[src/rtl/obc_challenge_monitor.sv]
// rtl/obc_challenge_monitor.sv - OBC challenge-response monitor (optional LFSR questions via CHK_LFSR_QUESTION_EN)
module obc_challenge_monitor #(
  parameter int W           = 4,
  parameter int ROUND_LEN   = 10,
  parameter int PASS_MIN    = 10,
  parameter int TIMEOUT     = 16,
  parameter int MAX_STRIKES = 3,
  parameter int INTERVAL    = 100,
  parameter int SEED        = 1
) (
  input  logic                             clk,
  input  logic                             reset,
  input  logic                             enable,
  output logic                             q_valid,
  output logic [W-1:0]                     question,
  input  logic                             a_valid,
  input  logic [W-1:0]                     answer_obc,
  output logic                             round_done,
  output logic                             round_pass,
  output logic [$clog2(ROUND_LEN+1)-1:0]   pass_cnt,
  output logic [$clog2(MAX_STRIKES+1)-1:0] strikes,
  output logic                             override,
  output logic                             obc_reset
);

  localparam int PW   = $clog2(ROUND_LEN + 1);
  localparam int SW   = $clog2(MAX_STRIKES + 1);
  localparam int CMAX = (TIMEOUT > INTERVAL) ? TIMEOUT : INTERVAL;
  localparam int CW   = $clog2(CMAX + 1);

  typedef enum logic [2:0] {
    S_IDLE, S_ASK, S_WAIT, S_EVAL, S_VALID, S_SHUTDOWN
  } state_t;

  state_t        state, state_nxt;
  logic [CW-1:0] cnt;        // WAIT timer, reused as VALID hold counter
  logic [PW-1:0] idx;        // question index within the round
  logic          ans_ok;     // latched verdict for the current question

`ifdef CHK_LFSR_QUESTION_EN
  // Feedback taps of a maximal-length polynomial for each supported width.
  function automatic logic [31:0] lfsr_taps(input int w);
    case (w)
      2:       lfsr_taps = 32'h0003;
      3:       lfsr_taps = 32'h0006;
      4:       lfsr_taps = 32'h000C;
      5:       lfsr_taps = 32'h0014;
      6:       lfsr_taps = 32'h0030;
      7:       lfsr_taps = 32'h0060;
      8:       lfsr_taps = 32'h00B8;
      9:       lfsr_taps = 32'h0110;
      10:      lfsr_taps = 32'h0240;
      11:      lfsr_taps = 32'h0500;
      12:      lfsr_taps = 32'h0829;
      13:      lfsr_taps = 32'h100D;
      14:      lfsr_taps = 32'h2015;
      15:      lfsr_taps = 32'h6000;
      16:      lfsr_taps = 32'hD008;
      default: lfsr_taps = 32'h3 << (w - 2);
    endcase
  endfunction

  localparam logic [31:0]  TAPS32 = lfsr_taps(W);
  localparam logic [W-1:0] TAPS   = TAPS32[W-1:0];

  function automatic logic [W-1:0] next_question(input logic [W-1:0] q);
    next_question = {q[W-2:0], ^(q & TAPS)};
  endfunction
`else
  function automatic logic [W-1:0] next_question(input logic [W-1:0] q);
    next_question = q + W'(1);
  endfunction
`endif

  // Bit 0 is the inverse of q[0]; every higher bit is q[i] xor its lower neighbour.
  logic [W-1:0]  exp_ans;
  logic          timed_out, last_q, round_ok, shut;
  logic [PW-1:0] pass_cnt_new;
  logic [SW-1:0] strikes_new;

  assign exp_ans      = question ^ {question[W-2:0], 1'b1};
  assign timed_out    = (cnt == CW'(TIMEOUT));
  assign last_q       = (idx == PW'(ROUND_LEN - 1));
  assign pass_cnt_new = (ans_ok && (pass_cnt < PW'(ROUND_LEN))) ? pass_cnt + PW'(1) : pass_cnt;
  assign round_ok     = (pass_cnt_new >= PW'(PASS_MIN));
  assign strikes_new  = strikes + SW'(1);
  assign shut         = !round_ok && (strikes_new == SW'(MAX_STRIKES));

  // State register.
  always_ff @(posedge clk) begin
    if (reset) state <= S_IDLE;
    else       state <= state_nxt;
  end

  // Next-state decode; dropping enable aborts everything except SHUTDOWN.
  always_comb begin
    state_nxt = state;
    case (state)
      S_IDLE:     if (enable) state_nxt = S_ASK;
      S_ASK:      state_nxt = enable ? S_WAIT : S_IDLE;
      S_WAIT: begin
        if (!enable)                    state_nxt = S_IDLE;
        else if (a_valid || timed_out)  state_nxt = S_EVAL;
      end
      S_EVAL: begin
        if (!enable)      state_nxt = S_IDLE;
        else if (!last_q) state_nxt = S_ASK;
        else if (round_ok) state_nxt = S_VALID;
        else if (shut)    state_nxt = S_SHUTDOWN;
        else              state_nxt = S_ASK;
      end
      S_VALID: begin
        if (!enable)                      state_nxt = S_IDLE;
        else if (cnt == CW'(INTERVAL))    state_nxt = S_ASK;
      end
      S_SHUTDOWN: state_nxt = S_SHUTDOWN;
      default:    state_nxt = S_IDLE;
    endcase
  end

  // Moore outputs decoded from the state.
  always_comb begin
    q_valid  = (state == S_ASK);
    override = (state == S_SHUTDOWN);
  end

  // Datapath: timers, question generator, scoring and round bookkeeping.
  always_ff @(posedge clk) begin
    if (reset) begin
      question   <= W'(SEED);
      cnt        <= '0;
      idx        <= '0;
      ans_ok     <= 1'b0;
      pass_cnt   <= '0;
      strikes    <= '0;
      round_done <= 1'b0;
      round_pass <= 1'b0;
      obc_reset  <= 1'b0;
    end else begin
      round_done <= 1'b0;
      obc_reset  <= 1'b0;
      case (state)
        S_IDLE: begin
          pass_cnt <= '0;
          idx      <= '0;
        end
        S_ASK: begin
          cnt <= CW'(1);
          // The previous round's count stays visible through the first ASK of the next round.
          if (idx == '0) pass_cnt <= '0;
        end
        S_WAIT: begin
          if (a_valid)        ans_ok <= (answer_obc == exp_ans);
          else if (timed_out) ans_ok <= 1'b0;
          else                cnt    <= cnt + CW'(1);
        end
        S_EVAL: begin
          if (enable) begin
            pass_cnt <= pass_cnt_new;
            question <= next_question(question);
            if (!last_q) begin
              idx <= idx + PW'(1);
            end else begin
              idx        <= '0;
              round_done <= 1'b1;
              round_pass <= round_ok;
              cnt        <= CW'(1);
              if (round_ok) strikes <= '0;
              else          strikes <= strikes_new;
              if (shut)     obc_reset <= 1'b1;
            end
          end
        end
        S_VALID: cnt <= cnt + CW'(1);
        default: ;
      endcase
    end
  end

endmodule

[config.mk]
export PLATFORM = sky130hd
export DESIGN_NAME = obc_challenge_monitor
export DESIGN_NICKNAME = d
export VERILOG_FILES = /design/src/rtl/obc_challenge_monitor.sv
export SDC_FILE = /design/constraint.sdc
export NUM_CORES = 1
export LEC_CHECK = 0
export CORE_UTILIZATION = 48
export CTS_CLUSTER_SIZE = 14
export DETAILED_ROUTE_END_ITERATION = 10
export PLACE_DENSITY_LB_ADDON = 0.25
export RECOVER_POWER = 100
export SYNTH_ARGS = -nofsm -noshare
export SYNTH_HDL_FRONTEND = slang
export SYNTH_SLANG_ARGS = --single-unit
[constraint.sdc]
create_clock -name clk -period 2 [get_ports clk]
set_input_delay 0.4 -clock clk [delete_from_list [all_inputs] [get_ports clk]]
set_output_delay 0.4 -clock clk [all_outputs]
set_load 0.05 [all_outputs]
# [After elaboration in Yosys (flattened, before gate mapping)]
# Index checks and enable logic that the tools add are counted.
[word_totals] elab_cells=86 regBits=28 input_bits=8
[op_classes] n_eq_ne=18 n_lt_le_gt_ge=2 bitwise=4 n_reduce_logical=19 addsub=5 mux=28
[ops] operator="7-bit two-way mux" count=4
[ops] operator="7-bit one-hot mux with 4 select lines" count=1
[ops] operator="3-bit two-way mux" count=9
[ops] operator="4-bit two-way mux" count=5
[ops] operator="3-bit one-hot mux with 6 select lines" count=1
[ops] operator="4-bit by 1-bit adder with 4-bit output (second input constant)" count=3
[ops] operator="4-bit one-hot mux with 3 select lines" count=1
[ops] operator="2-bit inequality test (second input constant)" count=5
[ops] operator="3-bit AND reduction" count=3
[ops] operator="4-bit one-hot mux with 2 select lines" count=1
[ops] operator="7-bit by 1-bit adder with 7-bit output (second input constant)" count=1
[ops] operator="7-bit by 5-bit equality test with 1-bit output (second input constant)" count=1
[ops] operator="7-bit equality test (second input constant)" count=1
[ops] operator="3-bit by 2-bit equality test with 1-bit output (second input constant)" count=2
[ops] operator="3-bit equality test (second input constant)" count=2
[ops] operator="3-bit inequality test (second input constant)" count=2
[ops] operator="2-bit AND reduction" count=3
[ops] operator="5-bit AND reduction" count=1
[ops] operator="4-bit equality test" count=1
[ops] operator="4-bit equality test (second input constant)" count=1
[ops] operator="4-bit greater-or-equal comparator (second input constant)" count=1
[ops] operator="4-bit logical NOT" count=1
[ops] operator="4-bit < comparator (second input constant)" count=1
[ops] operator="1-bit two-way mux" count=4
[ops] operator="other kinds (16)" count=21

# [Logic depth before layout (Yosys ltp)]
# Gate-level depths: netlist of the first run.
[depth] depth_word=11 depth_mapped=7 ltp_nobuf=7

# [Least setup slack after synthesis of the first run]
# No wires, ideal clock.
[synth_path] kind="reg2reg" from="register pass_cnt[1]" to="register strikes[0]" n_path_buf=0 path_stages_with_launch=7 synth_period_minus_slack_ns=1.965 arrival_ns=1.894 setup_slack_ns=0.035 path_cell_list="dfxtp_1 -> ha_1 -> nand4b_1 -> a21oi_1 -> a21oi_1 -> or3_1 -> a21oi_1"
[synth_between] elab_chain_cells=5 word_cells_on_any_way=6 classes_between="1 x add/sub; 2 x order compare; 2 x mux; 1 x reduce/logical"
[synth_lines] item="start: declaration" line_no="20" rtl="output logic [$clog2(ROUND_LEN+1)-1:0] pass_cnt,"
[synth_lines] item="start signal: assignment" line_no="159" rtl="pass_cnt <= pass_cnt_new;"
[synth_lines] item="4-bit < comparator" line_no="84" rtl="assign pass_cnt_new = (ans_ok && (pass_cnt < PW'(ROUND_LEN))) ? pass_cnt + PW'(1) : pass_cnt;"
[synth_lines] item="1-bit logical AND" line_no="84"
[synth_lines] item="4-bit two-way mux (*)" line_no="84"
[synth_lines] item="4-bit greater-or-equal comparator (*)" line_no="85" rtl="assign round_ok = (pass_cnt_new >= PW'(PASS_MIN));"
[synth_lines] item="2-bit two-way mux (*)" line_no="168" rtl="if (round_ok) strikes <= '0;"
[synth_lines] item="end signal: assignment" line_no="169" rtl="else strikes <= strikes_new;"
[synth_lines] item="end: declaration" line_no="21" rtl="output logic [$clog2(MAX_STRIKES+1)-1:0] strikes,"
# Mark *: on every way between the ends. The rest lies on a longest branch, timed or not.
# A chain may end at the register's enable or synchronous reset.

# [Worst setup path in the final report of the first run]
[layout_path] from="register round_pass" to="output round_pass"
[layout_rtl] item="start: declaration" line_no="19" rtl="output logic round_pass,"
[layout_rtl] item="start signal: assignment" line_no="166" rtl="round_pass <= round_ok;"
# No word-level cell between the ends.

==> results.json, run 1 <==
{
  "worstMarginPinSlew_ns": 0.613,
  "status": "finished clean",
  "maxSlewViolCount": 0,
  "drt_first_iter_violations": 63,
  "fin_nets": 233,
  "wl_met1_um": 1550,
  "min_path_type": "reg2reg",
  "reg2reg_to": "cnt[3]",
  "ff2ff_setup_slack_ns": 0.16,
  "avgRoutedWirePerCell_um": 13.1,
  "die_area_um2": 3600,
  "arrival_ns": 1.48,
  "synth-seq-cells": 28,
  "core_um2": 3130,
  "met2WireLength_um": 1740,
  "clk_latency_ns": 0.33,
  "syn_nets": 203,
  "synth-async-reset-ratio_pct": 0,
  "drive_gt1_share_pct": 12.1,
  "tritoncts": "yes",
  "die_x_um": 60.0,
  "vias": 1397,
  "area_growth_pct": 18.8,
  "worstHoldStart": "strikes[1]",
  "num_rows": 20,
  "cts_buffers": 3,
  "p_leak_nw": 0.705,
  "min_delay_path_depth": 2,
  "fin_crit_sh_pct": 94.2,
  "fillCellCount": 287,
  "rr_worst_depth": 8,
  "ios": 23,
  "wl_um": 3390,
  "max_stage_delay_ns": 0.80,
  "setup_viol": 0,
  "synth-main-ff-cell": "dfxtp_1",
  "comb_power_share_pct": 9.2,
  "fmax_mhz": 531,
  "gp_congestion": 0.866,
  "power_frac_seq_pct": 55.0,
  "wl_met3_um": 80,
  "required_ns": 1.60,
  "dr.pass1.iters": 4,
  "post_cts_buffers": 0,
  "max-cap-violations": 0,
  "ys_warn_count": 0,
  "internal_power_uw": 811,
  "die_height_um": 60.0,
  "setup.worst_path.end_class": "output pin",
  "synth-seq-area-share_pct": 34.7,
  "clock_path_buffers": 2,
  "crit_type": "reg2out",
  "ys_types": 52,
  "cp-start-kind": "flop",
  "grt_pass1_vias": 1332,
  "p_sw_uw": 225,
  "ir_drop_uv": 259,
  "gr-total-overflow": 0,
  "final_common_cell": "dfxtp_1",
  "antennaDiodeCount": 0,
  "tns_ns": 0,
  "crit_chain": "clkdlybuf4s50_1",
  "antenna_found_initial": 0,
  "grt_setup_unrepaired": "false",
  "r2r_start": "cnt[1]",
  "clkTransAtPathRegs_ns": 0.16,
  "cts_htree_levels": 1,
  "max_slew_margin_pct": 59.3,
  "powerDensity_nw_per_um2": 539,
  "portBuffers": 22,
  "hold_viol_final": 0,
  "grt_pass1_wl_um": 5730,
  "final_core_util_pct": 61.4,
  "fin_crit_ns": 1.88,
  "synth_edf_count": 0,
  "track_usage_pct": 20.8,
  "hold_end": "strikes[1]",
  "place_area_um2": 1940,
  "syn_inst": 186,
  "initial_core_util_pct": 51.7,
  "skew_ns": 0.00977,
  "syn_area_um2": 1620,
  "avgViaCountPerCell": 5.39,
  "switching_share_pct": 21.8,
  "grt_max_degree": 19,
  "final_area_um2": 1920,
  "final_cell_mix": "dfxtp_1, nor2_1, a21oi_1",
  "syn_area_per_cell_um2": 8.69,
  "dpl.hpwl_um": 2610,
  "path_buf_inv": 1,
  "cp_max_fo": 2,
  "cp_slowest_cell": "clkdlybuf4s50_1",
  "top_layer": "met4",
  "cts_root_buf": "clkbuf_4",
  "ant_nets": 0,
  "power_frac_clock_pct": 35.8,
  "crit_family": "buffers and inverters",
  "cts.sinks": 28,
  "drc": 0
}
state kept, by name, summed over array words and instances, names as in the netlist:
| signal | flops |
|---|---|
| round_pass | 1 |
| strikes | 2 |
| round_done | 1 |
| cnt | 7 |
| ans_ok | 1 |
| idx | 4 |
| pass_cnt | 4 |
| obc_reset | 1 |
| state | 3 |
| question | 4 |
worst max-delay path by stage:
stage                  endpoint  cells after the start         from
floorplan            strikes[0]                      6  pass_cnt[1]
global placement     strikes[1]                      5       enable
detailed placement       cnt[3]                      7       enable
CTS                 pass_cnt[0]                      1  pass_cnt[0]
global route             cnt[3]                      8       cnt[1]
finish               round_pass                      1   round_pass
logic make-up after synthesis:
logic type | share of synthesized area, %
simple gates | 25.2
mux | 1.24
buf+inv | 5.03
xor+xnor | 9.21
flops | 34.7
compound gates | 17.6
fa+ha+maj | 6.97
synthesized netlist by cell type, drive strengths merged, types with 3 or more instances:
cell type | n | area (µm²)
nand2 | 11 | 41.3
nor3 | 3 | 20.0
a21oi | 18 | 90.1
nand2b | 3 | 18.8
inv | 7 | 26.3
dfxtp | 28 | 561
nor2 | 20 | 77.6
xor2 | 10 | 87.6
xnor2 | 7 | 61.3
nand3 | 5 | 25.0
and3 | 3 | 20.0
or2 | 3 | 18.8
nand4 | 3 | 18.8
o21ai | 9 | 45.0
clkbuf | 4 | 15.0
or3 | 5 | 31.3
buf | 3 | 27.5
ha | 9 | 113
repair_timing:
| item | 4_1_cts | 5_1_grt |
|---|---|---|
| pin swaps | 0 | 0 |
| endpoints found under the hold margin | 0 | 0 |
| hold buffers | 0 | 0 |
| setup endpoints to repair | 4 | 7 |
| gates resized for setup | 4 | 7 |
routing by layer:
metal,vias up,track usage (%)
met4,0,6.31
met2,20,37.9
li1,721,-
met1,654,25.5
met3,2,2.16
met5,-,0
stage by stage:
step | hold WS, ns | instances | power (mW) | setup WS, ns
global route | 0.517 | 259 | 1.09 | 0.0192
finish | 0.490 | 259 | 1.04 | 0.115
detailed placement | 0.478 | 255 | 0.683 | 0.0395
global placement | 0.465 | 255 | 0.680 | 0.102
floorplan | 0.470 | 186 | 0.642 | 0.0353
CTS | 0.500 | 259 | 1.06 | 0.00910
final cells by class:
class / instances / area, µm² / share of cell area (%)
inverters: 7 / 26.3 / 1.37
repair buffers: 33 / 250 / 13.0
flip-flops and latches: 28 / 562 / 29.3
clock inverters: 1 / 30.0 / 1.56
multi-input cells: 143 / 975 / 50.7
well taps: 44 / 55.1 / 2.87
clock buffers: 3 / 22.5 / 1.17
power groups by stage:
stage / clock, mW / sequential [mW] / combinational, mW
after floorplan: 0 / 0.578 / 0.0632
after global placement: 0 / 0.581 / 0.0989
after detailed placement: 0 / 0.582 / 0.101
after CTS: 0.385 / 0.570 / 0.102
after global routing: 0.412 / 0.571 / 0.105
final: 0.370 / 0.570 / 0.0958
Power figures use the tool's default switching activity.
==> run 2: changes to the inputs <==
- GPL_ROUTABILITY_DRIVEN: default -> 0
==> results of run 2 <==
No change in the layout: final DEF, timing and power equal those of run 1.
==> run 3: changes to the inputs <==
- REMOVE_ABC_BUFFERS: default -> 1
==> run 3 against run 2 <==
  * Worst hold slack gained 0.011 ns
  * Worst setup slack lost 0.0087 ns
  * Routed wire length shrank 0.56%
  * Flip-flop and latch count is the same
  * Critical path depth is the same
  * First-iteration DRC count shrank 52%
  * Via count grew 1.2%
  * Non-clock buffer count shrank 3
  * Clock-buffer cell count is the same
  * Die area is the same
  * Highest routed layer unchanged
==> results.json, run 3 (synthesis gave the netlist of run 1 again) <==
{
  "drive_gt1_share_pct": 10.8,
  "status": "finished clean",
  "cts.sinks": 28,
  "setup.worst_path.end_class": "output pin",
  "crit_type": "reg2out",
  "grt_max_degree": 17,
  "final_common_cell": "dfxtp_1",
  "cts_hold_buf": 0,
  "grt_pass1_wl_um": 5550,
  "power.total_mw": 1.04,
  "cp_slowest_cell": "clkdlybuf4s50_1",
  "wl_um": 3370,
  "cp-start-kind": "flop",
  "grt_setup_unrepaired": "false",
  "rr_worst_depth": 7,
  "min_path_type": "reg2reg",
  "tns_ns": 0,
  "max_slew_margin_pct": 57.5,
  "die_area_um2": 3600,
  "fin_crit_sh_pct": 94.7,
  "ant_nets": 0,
  "drc": 0,
  "clock_path_buffers": 2,
  "reg2reg_to": "cnt[6]",
  "avgViaCountPerCell": 5.52,
  "largest_reg_flops": 7,
  "avgRoutedWirePerCell_um": 13.2,
  "r2r_start": "cnt[0]",
  "num_rows": 20,
  "powerDensity_nw_per_um2": 544,
  "grt_pass1_vias": 1321,
  "required_ns": 1.60,
  "antenna_found_initial": 0,
  "setup_viol": 0,
  "cts_root_buf": "clkbuf_4",
  "dr.pass1.iters": 4,
  "vias": 1414,
  "arrival_ns": 1.49,
  "fin_nets": 230,
  "drt_first_iter_violations": 30,
  "ff2ff_setup_slack_ns": 0.13,
  "max_stage_delay_ns": 0.80,
  "initial_core_util_pct": 51.7,
  "fmax_mhz": 528,
  "regMostFlops": "cnt",
  "area_growth_pct": 17.7,
  "cts_buffers": 3,
  "ios": 23,
  "crit_family": "buffers and inverters",
  "die_height_um": 60.0,
  "path_depth": 1,
  "track_usage_pct": 20.6,
  "path_buf_inv": 1,
  "crit_chain": "clkdlybuf4s50_1",
  "maxSlewViolCount": 0,
  "tritoncts": "yes",
  "clk_latency_ns": 0.34,
  "antennaDiodeCount": 0,
  "core_um2": 3130,
  "cts_htree_levels": 1,
  "cp_max_fo": 2,
  "clkTransAtPathRegs_ns": 0.16,
  "fin_crit_ns": 1.89,
  "dpl.hpwl_um": 2540,
  "final_area_um2": 1900,
  "worstMarginPinSlew_ns": 0.633,
  "gr-total-overflow": 0,
  "ir_drop_uv": 262,
  "final_cell_mix": "dfxtp_1, nor2_1, a21oi_1",
  "portBuffers": 22,
  "die_x_um": 60.0,
  "hold_viol_final": 0,
  "critPathLaunch": "round_pass",
  "place_area_um2": 1920,
  "p_leak_nw": 0.703,
  "skew_ns": 0.0137,
  "max-cap-violations": 0,
  "endpoint": "round_pass"
}
## run 3: cell types whose count changed in the layout (fill, tap and decap cells not counted)
cell | previous run | this run
clkbuf_1 | 10 | 7
nor3_2 | 1 | 0
nor2_1 | 19 | 20
nor2_2 | 1 | 0
buf_4 | 7 | 6
dlygate4sd2_1 | 4 | 5
nor3_1 | 2 | 3
## run 3: layer usage
layer	global-route usage, %	part of all wire [%]	wire, µm
met5	0	0	0
met1	25.1	46	1540
met2	36.2	49	1660
met4	9.30	1.5	51
met3	2.16	3.6	123
## run 3: power by group
group	switching, mW	internal (mW)
clock	0.170	0.203
sequential	0.00814	0.563
combinational	0.0481	0.0432
## run 3: cell type report
| type | count | area, µm² |
|---|---|---|
| clock buffers | 3 | 22.5 |
| clock inverters | 1 | 30.0 |
| fillers | 303 | 1220 |
| inverters | 7 | 26.3 |
| multi-input cells | 143 | 967 |
| flip-flops and latches | 28 | 562 |
| well taps | 44 | 55.1 |
| repair buffers | 30 | 240 |
## run 3: repair_timing
item	in CTS	in global routing
cloned	0	0
pin swaps	0	0
gates resized for setup	5	6
setup buffers	0	0
setup endpoints to repair	5	6
## run 3: through the flow
| stage | hold WS [ns] | util [%] | worst slack (ns) | instances |
|---|---|---|---|---|
| global placement | 0.457 | 61.3 | 0.0593 | 252 |
| floorplan | 0.464 | - | 0.0361 | 178 |
| CTS | 0.503 | 62.8 | 0.0172 | 256 |
| global route | 0.529 | 60.8 | 0.00506 | 256 |
| detailed placement | 0.485 | 61.3 | 0.00914 | 252 |
| finish | 0.501 | 60.8 | 0.107 | 256 |
## run 3: worst min path at each step
stage          startpoint  cells past startpoint         end  slack, ns
6_report       strikes[1]                      2  strikes[1]       0.50
5_1_grt        strikes[1]                      2  strikes[1]       0.53
4_1_cts        strikes[1]                      2  strikes[1]       0.50
3_5_place_dp   strikes[1]                      2  strikes[1]       0.49
3_3_place_gp   strikes[1]                      2  strikes[1]       0.46
2_1_floorplan      cnt[1]                      2      cnt[1]       0.46
